### src/rtl/mergesort_slave_loader_pkg.sv
// Shared definitions for the mergesort slave loader: FSM encoding, access width
// and per-channel field offsets on the flattened slave buses.
package mergesort_slave_loader_pkg;

  localparam int ACCESS_BITS = 8;

  localparam logic [2:0] ST_IDLE  = 3'd0;
  localparam logic [2:0] ST_LOAD  = 3'd1;
  localparam logic [2:0] ST_START = 3'd2;
  localparam logic [2:0] ST_RUN   = 3'd3;
  localparam logic [2:0] ST_READ  = 3'd4;
  localparam logic [2:0] ST_FIN   = 3'd5;

  // LSB position of channel ch inside a bus of per-channel fields of the given width
  function automatic int ch_lsb(input int ch, input int width);
    return ch * width;
  endfunction

endpackage

### src/rtl/msl_sort_checker.sv
// Assembles little-endian elements from a byte stream and clears ok on any
// signed decrease between consecutive elements.
module msl_sort_checker #(
  parameter int DATA_W     = 8,
  parameter int ELEM_BYTES = 4
) (
  input  logic              clock,
  input  logic              reset,
  input  logic              clear,
  input  logic              byte_valid,
  input  logic [DATA_W-1:0] byte_data,
  output logic              ok
);

  localparam int WORD_W = DATA_W * ELEM_BYTES;
  localparam int CNT_W  = (ELEM_BYTES > 1) ? $clog2(ELEM_BYTES) : 1;

  logic [CNT_W-1:0]  cnt;
  logic [WORD_W-1:0] shift_q;
  logic [WORD_W-1:0] prev_q;
  logic              have_prev;
  logic [WORD_W-1:0] word;
  logic              word_done;

  // New bytes enter at the top so byte 0 ends up in the LSBs once the word fills
  always_comb begin
    word      = (shift_q >> DATA_W) | (WORD_W'(byte_data) << (WORD_W - DATA_W));
    word_done = (cnt == CNT_W'(ELEM_BYTES - 1));
  end

  always_ff @(posedge clock or negedge reset) begin
    if (!reset) begin
      cnt       <= '0;
      shift_q   <= '0;
      prev_q    <= '0;
      have_prev <= 1'b0;
      ok        <= 1'b1;
    end else if (clear) begin
      cnt       <= '0;
      shift_q   <= '0;
      prev_q    <= '0;
      have_prev <= 1'b0;
      ok        <= 1'b1;
    end else if (byte_valid) begin
      shift_q <= word;
      if (word_done) begin
        cnt       <= '0;
        prev_q    <= word;
        have_prev <= 1'b1;
        if (have_prev && ($signed(word) < $signed(prev_q))) ok <= 1'b0;
      end else begin
        cnt <= cnt + 1'b1;
      end
    end
  end

endmodule

### src/rtl/mergesort_slave_loader.sv
// Preloads main's slave RAM from a byte stream, starts and times the sort run,
// then streams the array back out while checking that it is sorted.
//
// state    | meaning
// IDLE     | waiting for go
// LOAD     | writing input bytes into the slave RAM
// START    | one-cycle start pulse to main
// RUN      | counting cycles until done_port or timeout
// READ     | reading bytes back and presenting them on out_*
// FIN      | pass complete, results held until next go
module mergesort_slave_loader
  import mergesort_slave_loader_pkg::*;
#(
  parameter int          N_CH       = 2,
  parameter int          ADDR_W     = 7,
  parameter int          DATA_W     = ACCESS_BITS,
  parameter int          SIZE_W     = 4,
  parameter int          N_BYTES    = 32,
  parameter int          ELEM_BYTES = 4,
  parameter int unsigned BASE_ADDR  = 0,
  parameter int unsigned TIMEOUT    = 200000000
) (
  input  logic                     clock,
  input  logic                     reset,
  input  logic                     go,
  input  logic                     in_valid,
  input  logic [DATA_W-1:0]        in_data,
  output logic                     in_ready,
  output logic                     out_valid,
  output logic [DATA_W-1:0]        out_data,
  input  logic                     out_ready,
  output logic [N_CH-1:0]          S_oe_ram,
  output logic [N_CH-1:0]          S_we_ram,
  output logic [N_CH*ADDR_W-1:0]   S_addr_ram,
  output logic [N_CH*DATA_W-1:0]   S_Wdata_ram,
  output logic [N_CH*SIZE_W-1:0]   S_data_ram_size,
  output logic                     start_port,
  input  logic                     done_port,
  input  logic [N_CH*DATA_W-1:0]   Sout_Rdata_ram,
  input  logic [N_CH-1:0]          Sout_DataRdy,
  output logic                     busy,
  output logic                     finished,
  output logic                     sorted_ok,
  output logic                     timed_out,
  output logic [31:0]              cycles
);

  localparam int IDX_W = $clog2(N_BYTES + 1);

  logic [2:0]        state;
  logic [IDX_W-1:0]  idx;
  logic              pend;
  logic [DATA_W-1:0] wdata_q;
  logic              out_valid_q;
  logic [DATA_W-1:0] out_data_q;
  logic              we0;
  logic              oe0;
  logic              rdy0;
  logic [DATA_W-1:0] rdata0;
  logic [ADDR_W-1:0] addr0;
  logic              last_byte;
  logic              go_ok;
  logic              chk_ok;
  logic              unused_bits;

  assign rdy0        = Sout_DataRdy[0];
  assign rdata0      = Sout_Rdata_ram[ch_lsb(0, DATA_W) +: DATA_W];
  assign unused_bits = ^{Sout_Rdata_ram, Sout_DataRdy};
  assign last_byte   = (idx == IDX_W'(N_BYTES - 1));
  assign go_ok       = go && ((state == ST_IDLE) || (state == ST_FIN));
  assign addr0       = ADDR_W'(BASE_ADDR + 32'(idx));

  // A write is presented in the accept cycle itself, so a zero-latency slave completes it there
  always_comb begin
    in_ready   = (state == ST_LOAD) && !pend;
    we0        = (state == ST_LOAD) && (pend || in_valid);
    oe0        = (state == ST_READ) && !out_valid_q;
    start_port = (state == ST_START);
    busy       = (state == ST_LOAD) || (state == ST_START) ||
                 (state == ST_RUN)  || (state == ST_READ);
    finished   = (state == ST_FIN);
    out_valid  = out_valid_q;
    out_data   = out_data_q;
  end

  always_comb begin
    S_oe_ram        = '0;
    S_we_ram        = '0;
    S_addr_ram      = '0;
    S_Wdata_ram     = '0;
    S_data_ram_size = '0;
    S_oe_ram[0]     = oe0;
    S_we_ram[0]     = we0;
    if (we0 || oe0) begin
      S_addr_ram[ch_lsb(0, ADDR_W) +: ADDR_W]      = addr0;
      S_data_ram_size[ch_lsb(0, SIZE_W) +: SIZE_W] = SIZE_W'(DATA_W);
    end
    if (we0) S_Wdata_ram[ch_lsb(0, DATA_W) +: DATA_W] = pend ? wdata_q : in_data;
  end

  always_ff @(posedge clock or negedge reset) begin
    if (!reset) begin
      state       <= ST_IDLE;
      idx         <= '0;
      pend        <= 1'b0;
      wdata_q     <= '0;
      out_valid_q <= 1'b0;
      out_data_q  <= '0;
      sorted_ok   <= 1'b0;
      timed_out   <= 1'b0;
      cycles      <= '0;
    end else begin
      case (state)
        ST_IDLE, ST_FIN: begin
          if (go_ok) begin
            state       <= ST_LOAD;
            idx         <= '0;
            pend        <= 1'b0;
            out_valid_q <= 1'b0;
            sorted_ok   <= 1'b0;
            timed_out   <= 1'b0;
            cycles      <= '0;
          end
        end
        ST_LOAD: begin
          if (we0 && rdy0) begin
            pend <= 1'b0;
            if (last_byte) begin
              idx   <= '0;
              state <= ST_START;
            end else begin
              idx <= idx + 1'b1;
            end
          end else if (in_valid && in_ready) begin
            pend    <= 1'b1;
            wdata_q <= in_data;
          end
        end
        ST_START: begin
          cycles <= 32'd1;
          state  <= done_port ? ST_READ : ST_RUN;
        end
        ST_RUN: begin
          if (done_port) begin
            state <= ST_READ;
          end else if (cycles >= TIMEOUT) begin
            timed_out <= 1'b1;
            sorted_ok <= 1'b0;
            state     <= ST_FIN;
          end else if (cycles != 32'hFFFF_FFFF) begin
            cycles <= cycles + 32'd1;
          end
        end
        ST_READ: begin
          if (oe0 && rdy0) begin
            out_valid_q <= 1'b1;
            out_data_q  <= rdata0;
          end
          if (out_valid_q && out_ready) begin
            out_valid_q <= 1'b0;
            if (last_byte) begin
              idx       <= '0;
              sorted_ok <= chk_ok;
              state     <= ST_FIN;
            end else begin
              idx <= idx + 1'b1;
            end
          end
        end
        default: state <= ST_IDLE;
      endcase
    end
  end

  msl_sort_checker #(
    .DATA_W     (DATA_W),
    .ELEM_BYTES (ELEM_BYTES)
  ) u_checker (
    .clock      (clock),
    .reset      (reset),
    .clear      (go_ok),
    .byte_valid (oe0 && rdy0),
    .byte_data  (rdata0),
    .ok         (chk_ok)
  );

endmodule

### config.mk
export PLATFORM = sky130hd
export DESIGN_NAME = mergesort_slave_loader
export DESIGN_NICKNAME = d
export VERILOG_FILES = /design/src/rtl/mergesort_slave_loader_pkg.sv /design/src/rtl/msl_sort_checker.sv /design/src/rtl/mergesort_slave_loader.sv
export SDC_FILE = /design/constraint.sdc
export NUM_CORES = 1
export LEC_CHECK = 0
export ABC_AREA = 0
export CORE_MARGIN = 5
export CORE_UTILIZATION = 49
export CTS_BUF_LIST = sky130_fd_sc_hd__clkbuf_4 sky130_fd_sc_hd__clkbuf_8
export DETAILED_ROUTE_END_ITERATION = 12
export PLACE_DENSITY = 0.79
export RECOVER_POWER = 50
export SYNTH_ARGS = -nofsm -noshare
export SYNTH_HDL_FRONTEND = slang
export SYNTH_SLANG_ARGS = --single-unit
### constraint.sdc
create_clock -name clock -period 2.5 [get_ports clock]
set_clock_uncertainty 0.2 [all_clocks]
set_input_delay 0.5 -clock clock [delete_from_list [all_inputs] [get_ports clock]]
set_output_delay 0.5 -clock clock [all_outputs]
set_load 0.1 [all_outputs]
### After elaboration in Yosys (flattened, before gate mapping)

Cells that the tools add are included.

| operators by class | value |
|---|---|
| magnitude comparators | 2 |
| bitwise operators | 2 |
| multiply operators | 0 |
| $add $sub $neg | 3 |
| divide/modulo/power cells | 0 |
| shift operators | 0 |
| reductions and logical operators | 39 |
| equal/unequal tests | 20 |
| multiplexer cells | 53 |

Operators with widths:

| operator | count |
|---|---|
| 32-bit 2-to-1 mux | 9 |
| 32-bit case mux with 3 select lines | 1 |
| 32-bit by 1-bit adder with 32-bit output (second input constant) | 1 |
| 32-bit by 28-bit >= comparator with 1-bit output (second input constant) | 1 |
| 32-bit less-than comparator | 1 |
| 32-bit != test (second input constant) | 1 |
| 24-bit by 32-bit OR with 32-bit output | 1 |
| 6-bit 2-to-1 mux | 5 |
| 3-bit 2-to-1 mux | 8 |
| 1-bit 2-to-1 mux | 18 |
| 6-bit case mux with 3 select lines | 1 |
| 8-bit 2-to-1 mux | 2 |
| 3-bit case mux with 5 select lines | 1 |
| 3-bit AND reduction | 4 |
| 6-bit AND reduction | 2 |
| 2-bit nonzero test | 6 |
| 2-bit != test (second input constant) | 5 |
| 1-bit logical AND | 9 |
| 3-bit nonzero test | 3 |
| 2-bit by 1-bit != test with 1-bit output (second input constant) | 4 |
| 4-bit AND reduction | 2 |
| 6-bit by 1-bit adder with 6-bit output (second input constant) | 1 |
| 3-bit by 2-bit == test with 1-bit output (second input constant) | 2 |
| 3-bit == test (second input constant) | 2 |
| 17 further kinds | 29 |

| storage, ports and cells | value |
|---|---|
| output and inout port bits | 89 |
| word-level logic and storage cells | 133 |
| flip-flop bits (word level) | 129 |
| latch bits | 0 |
| memories | 0 |
| memory bits (read-only) | 0 |
| bits in writable memories | 0 |

### Depth between registers and ports, before layout

| logic depth | value |
|---|---|
| word-level depth | 7 |
| mapped depth | 8 |

### Hierarchy

A second synthesis with hierarchy kept.

| unflattened totals | value |
|---|---|
| cells, all modules | 733 |
| area total of the unflattened synthesis | 6,834.1 µm² |

By module, submodules not included:

| module | area each (µm²) | cells an instance | times used | sequential area each (µm²) |
|---|---|---|---|---|
| mergesort_slave_loader | 3,597.2 | 390 | 1 | 1,526.5 |
| msl_sort_checker | 3,236.9 | 343 | 1 | 1,502.7 |

### Least setup slack after synthesis

Ideal clock, no wire load.

| path | value |
|---|---|
| path type | reg-to-output |
| start point | register out_valid_q, in the netlist out_valid |
| end point | output port S_addr_ram[0] |
| path slack | -2,435 ps |
| arrival | 4,235 ps |
| required time | 1,800 ps |
| cell stages (with the launch flop) | 3 |
| path buffers | 0 |
| cells stage by stage | dfrtp_1 o21ai_0 and2_1 |

| between the ends | value |
|---|---|
| cells in the longest elaborated chain, start to end | 4 |

Ends and longest elaborated chain:

| element | RTL line | RTL |
|---|---|---|
| start, declared | mergesort_slave_loader.sv:54 | `logic out_valid_q;` |
| start signal, assigned | mergesort_slave_loader.sv:107 | `out_valid_q <= 1'b0;` |
| start signal, assigned | mergesort_slave_loader.sv:119 | `out_valid_q <= 1'b0;` |
| start signal, assigned | mergesort_slave_loader.sv:156 | `out_valid_q <= 1'b1;` |
| 1-bit logical NOT | mergesort_slave_loader.sv:77 | `oe0 = (state == ST_READ) && !out_valid_q;` |
| 1-bit logical AND | mergesort_slave_loader.sv:77 |  |
| 1-bit logical OR | mergesort_slave_loader.sv:94 | `if (we0 \|\| oe0) begin` |
| 6-bit 2-to-1 mux | mergesort_slave_loader.sv:94 |  |
| end, declared | mergesort_slave_loader.sv:34 | `output logic [N_CH*ADDR_W-1:0] S_addr_ram,` |

No other way between the ends.

### Final worst setup path

| path | value |
|---|---|
| start point | register cycles[29] |
| end point | register cycles[26] |

| between the ends | value |
|---|---|
| cells in the longest elaborated chain, start to end | 3 |
| elaborated cells between the ends (all ways) | 5 |
| classes of those cells | order compare (1); eq/ne (3); reduce/logical (1) |

Ends and longest elaborated chain:

| element | RTL line | RTL |
|---|---|---|
| start, declared | mergesort_slave_loader.sv:45 | `output logic [31:0] cycles` |
| start signal, assigned | mergesort_slave_loader.sv:151 | `cycles <= cycles + 32'd1;` |
| 32-bit by 28-bit >= comparator with 1-bit output or 32-bit != test (tied branches) | mergesort_slave_loader.sv:146, mergesort_slave_loader.sv:150 |  |
| 2-bit != test (no source line) or 2-bit by 1-bit != test with 1-bit output (tied branches) | - |  |
| 5-bit AND reduction (no source line) (*) | - |  |

Every way passes the cells marked *; elsewhere a longest branch is shown, timed or not.
A chain may end at the register's enable or synchronous reset.

==> impl_metrics.py <==
metrics = {
    "synth": {
        "synth_edf_count": 0,
        "ys_ff_latch": 121,
        "yosysUniqueCellTypes": 60,
        "synth_top_area_share_pct": 46.0,
        "ys_seq_area_share_pct": 46.4,
        "synth.most_common_cell": "nand2_1",
        "async_flop_share_pct": 100,
        "synth-main-ff-cell": "dfrtp_1",
        "synthCells": 716,
        "synth_area_leader_cell": "dfrtp_1",
        "synthTopCellsByCount": "139 x nand2_1, 120 x dfrtp_1, 55 x a21oi_1",
        "synth.area.top_cells": "dfrtp_1 46%, nand2_1 8.0%, ha_1 6.7%, a21oi_1 4.2%, buf_4 3.2%",
        "netlist_area_um2": 6530,
        "avgSynthCellArea_um2": 9.12,
        "ys_warn_count": 0,
    },
    "route": {
        "ant_nets": 0,
        "first_iter_violations": 461,
        "detail_route.vias_per_cell": 5.73,
        "wl_um": 18900,
        "first_pass_iters": 5,
        "wl_per_cell_um": 17.7,
        "drc": 0,
        "vias": 6125,
    },
    "critical_path": {
        "crit_top_cell": "or4_4",
        "crit_buf_inv": 0,
        "crit_arrival_ps": 2880,
        "crit_family": "simple AND/OR/NAND/NOR gates",
        "crit_path_start_kind": "flop",
        "slowest_delay_ps": 560,
        "path_max_fanout": 5,
        "cp.required_ps": 2670,
        "path_cells": "or4_4 -> a221o_1 -> or4_4 -> or3_4 -> a21oi_2",
        "path_class": "reg -> reg",
        "cp-end-kind": "flop",
        "slowest_stage": "or4_4",
    },
    "power": {
        "swShare_pct": 46.8,
        "power.leakage_nw": 4.12,
        "clkPwrFrac_pct": 19.5,
        "p_comb_share_pct": 53.6,
        "p_sw_mw": 4.47,
        "pwr-share-seq_pct": 26.9,
        "internal_power_mw": 5.08,
        "p_total_mw": 9.55,
        "ir_worst_vdd_v": 0.000727,
        "power_density_nw_per_um2": 1040,
    },
    "placed_design": {
        "placed_area_um2": 8220,
        "io_buffers": 86,
        "gp_congestion": 0.902,
        "dp_hpwl_um": 12100,
        "preCtsSetupSlack_ps": -344,
        "dp.cells": 1017,
    },
    "finish": {
        "drive_above_1_share_pct": 33.3,
        "instances_no_fill": 1069,
        "final_area_um2": 9150,
        "nets": 948,
        "diodes": 0,
        "finish.utilization_pct": 69.6,
        "fill_cells": 922,
        "areaGrowthSynthToFinish_pct": 40.0,
    },
    "clocking": {
        "cts-buffers-inserted": 17,
        "clk-insertion-delay-late_ps": 450,
        "clockBufferDepth": 2,
        "cts.sinks": 121,
        "cts_tree": "built",
        "path_clk_slew_ps": 80,
        "htreeDepth": 4,
        "root_buffer": "clkbuf_8",
    },
    "grt": {
        "top_usage_layer": "met2",
        "grt_max_degree": 55,
        "use_met1_pct": 26.5,
        "grt_pass1_wl_um": 29200,
        "grt_pass1_vias": 6164,
        "grt.overflow.total": 0,
        "grt.total_usage_pct": 22.3,
        "antenna_found_initial": 0,
        "grt_util_met2_pct": 39.0,
        "grtUsageMet3_pct": 5.46,
    },
    "timing": {
        "finalSetupViolCount": 34,
        "finalSetupTns_ps": -3280,
        "slew_headroom_pct": 47.2,
        "worst_slew_pin_slew_ps": 793,
        "holdWs_ps": 277,
        "rsz0062_at_grt": "true",
        "fin_crit_sh_pct": 108,
        "hold_violations": 0,
        "max_clock_freq_mhz": 369,
        "maxSlewViolCount": 0,
        "finalWorstSetupSlack_ps": -211,
        "min_period_ps": 2710,
    },
    "floorplan": {
        "coreArea_um2": 13100,
        "chipHeight_um": 125,
        "start_util_pct": 49.7,
        "die_area_um2": 15700,
        "dieWidth_um": 125,
        "rows": 42,
        "io_pins": 121,
    },
    "flow_run": {
        "drv_cap": 0,
    },
    "run_status": {
        "status": "finished, violations left",
        "violations": "setup timing",
    },
    "worst_hold_path": {
        "hold_path.class": "reg -> reg",
    },
}
==> area by class of cell <==
class	count	area (um^2)	share of cell area [%]
clock buffers	23	298	3.26
clock inverters	8	120	1.31
inverters	44	178	1.94
multi-input cells	522	3540	38.7
flip-flops and latches	121	3080	33.7
well taps	176	220	2.41
repair buffers	175	1710	18.7
==> repair_timing <==
item                                    in CTS  in global routing
resized for setup                           24                 61
gates cloned                                 1                  0
pin swaps                                   17                 22
hold buffers                                 1                  0
endpoints found under the hold margin       27                  0
buffers inserted                            12                  8
endpoints found under the setup margin      30                 52
==> worst min-delay path: stages (launching register included) <==
cell,delay [ps]
dfrtp_1,340
nand2_1,50
nand2_1,60
==> layer usage <==
metal | up-vias | share of wire [%]
li1 | 2762 | -
met5 | - | 0
met1 | 3044 | 38
met3 | 73 | 5.6
met4 | 0 | 3.8
met2 | 246 | 53
==> registers in the layout, indices dropped and copies added, names as in the netlist <==
name                 flops
cycles                  32
u_checker.prev_q        32
u_checker.shift_q       24
out_data                 8
wdata_q                  8
idx                      6
state                    3
u_checker.cnt            2
out_valid                1
pend                     1
sorted_ok                1
timed_out                1
u_checker.have_prev      1
u_checker.ok             1
==> path summary, 6_finish.rpt <==
path,from,endpoint,slack (ps),depth (start not counted)
max in group asynchronous,reset,out_valid$_DFFE_PN0P_,310,3
min in group asynchronous,reset,cycles[27]$_DFFE_PN0P_,460,2
min,out_data[5]$_DFFE_PN0P_,out_data[5]$_DFFE_PN0P_,280,2
max,cycles[29]$_DFFE_PN0P_,cycles[26]$_DFFE_PN0P_,-210,5
max reg2reg,cycles[29]$_DFFE_PN0P_,cycles[26]$_DFFE_PN0P_,-210,5
min reg2reg,out_data[5]$_DFFE_PN0P_,out_data[5]$_DFFE_PN0P_,280,2
==> placed cells by master (no fill, tap or decap), drive strengths merged, types with 3 or more instances in the layout <==
cell type      synthesis  routed
a211oi                 3       3
a21oi                 55      55
a22o                  22      22
a31oi                  3       3
and2                  14      14
and3                   6       6
buf                   37     146
bufinv                 0       3
clkbuf                16      30
clkdlybuf4s50          0      21
clkinv                 1       4
conb                   1      25
dfrtp                120     120
ha                    35      35
inv                   43      43
mux2                   8       8
mux2i                  9       9
nand2                139     139
nand2b                 6       6
nand3                 19      19
nand4                 14      14
nor2                  54      54
nor3                   9       9
nor3b                  3       3
nor4                  11      11
o211ai                 4       4
o21ai                 22      22
o31ai                  4       4
or3                    6       6
or4                    8       8
xnor2                 10      10
xor2                   6       6
==> power by group through the flow <==
| stage | registers, mW | clock network (mW) | logic, mW |
|---|---|---|---|
| detailed placement | 2.59 | 0 | 4.68 |
| finish | 2.57 | 1.86 | 5.11 |
| floorplan | 3.07 | 0 | 2.66 |
| global route | 2.61 | 1.98 | 5.37 |
| CTS | 2.56 | 1.89 | 4.89 |
| global placement | 2.57 | 0 | 4.58 |
==> cell families (layout without fill, tap and decap cells) <==
family / after synthesis / in the layout / share of synthesized area [%]
compound gates: 131 / 131 / 12.9
xor+xnor: 16 / 16 / 2.15
fa+ha+maj: 35 / 35 / 6.70
buf+inv: 97 / 250 / 7.53
flops: 121 / 121 / 46.4
mux: 17 / 17 / 2.76
other cells: 1 / 25 / 0.0574
simple gates: 298 / 298 / 21.5
No activity file was read; power rests on OpenSTA's default activity.
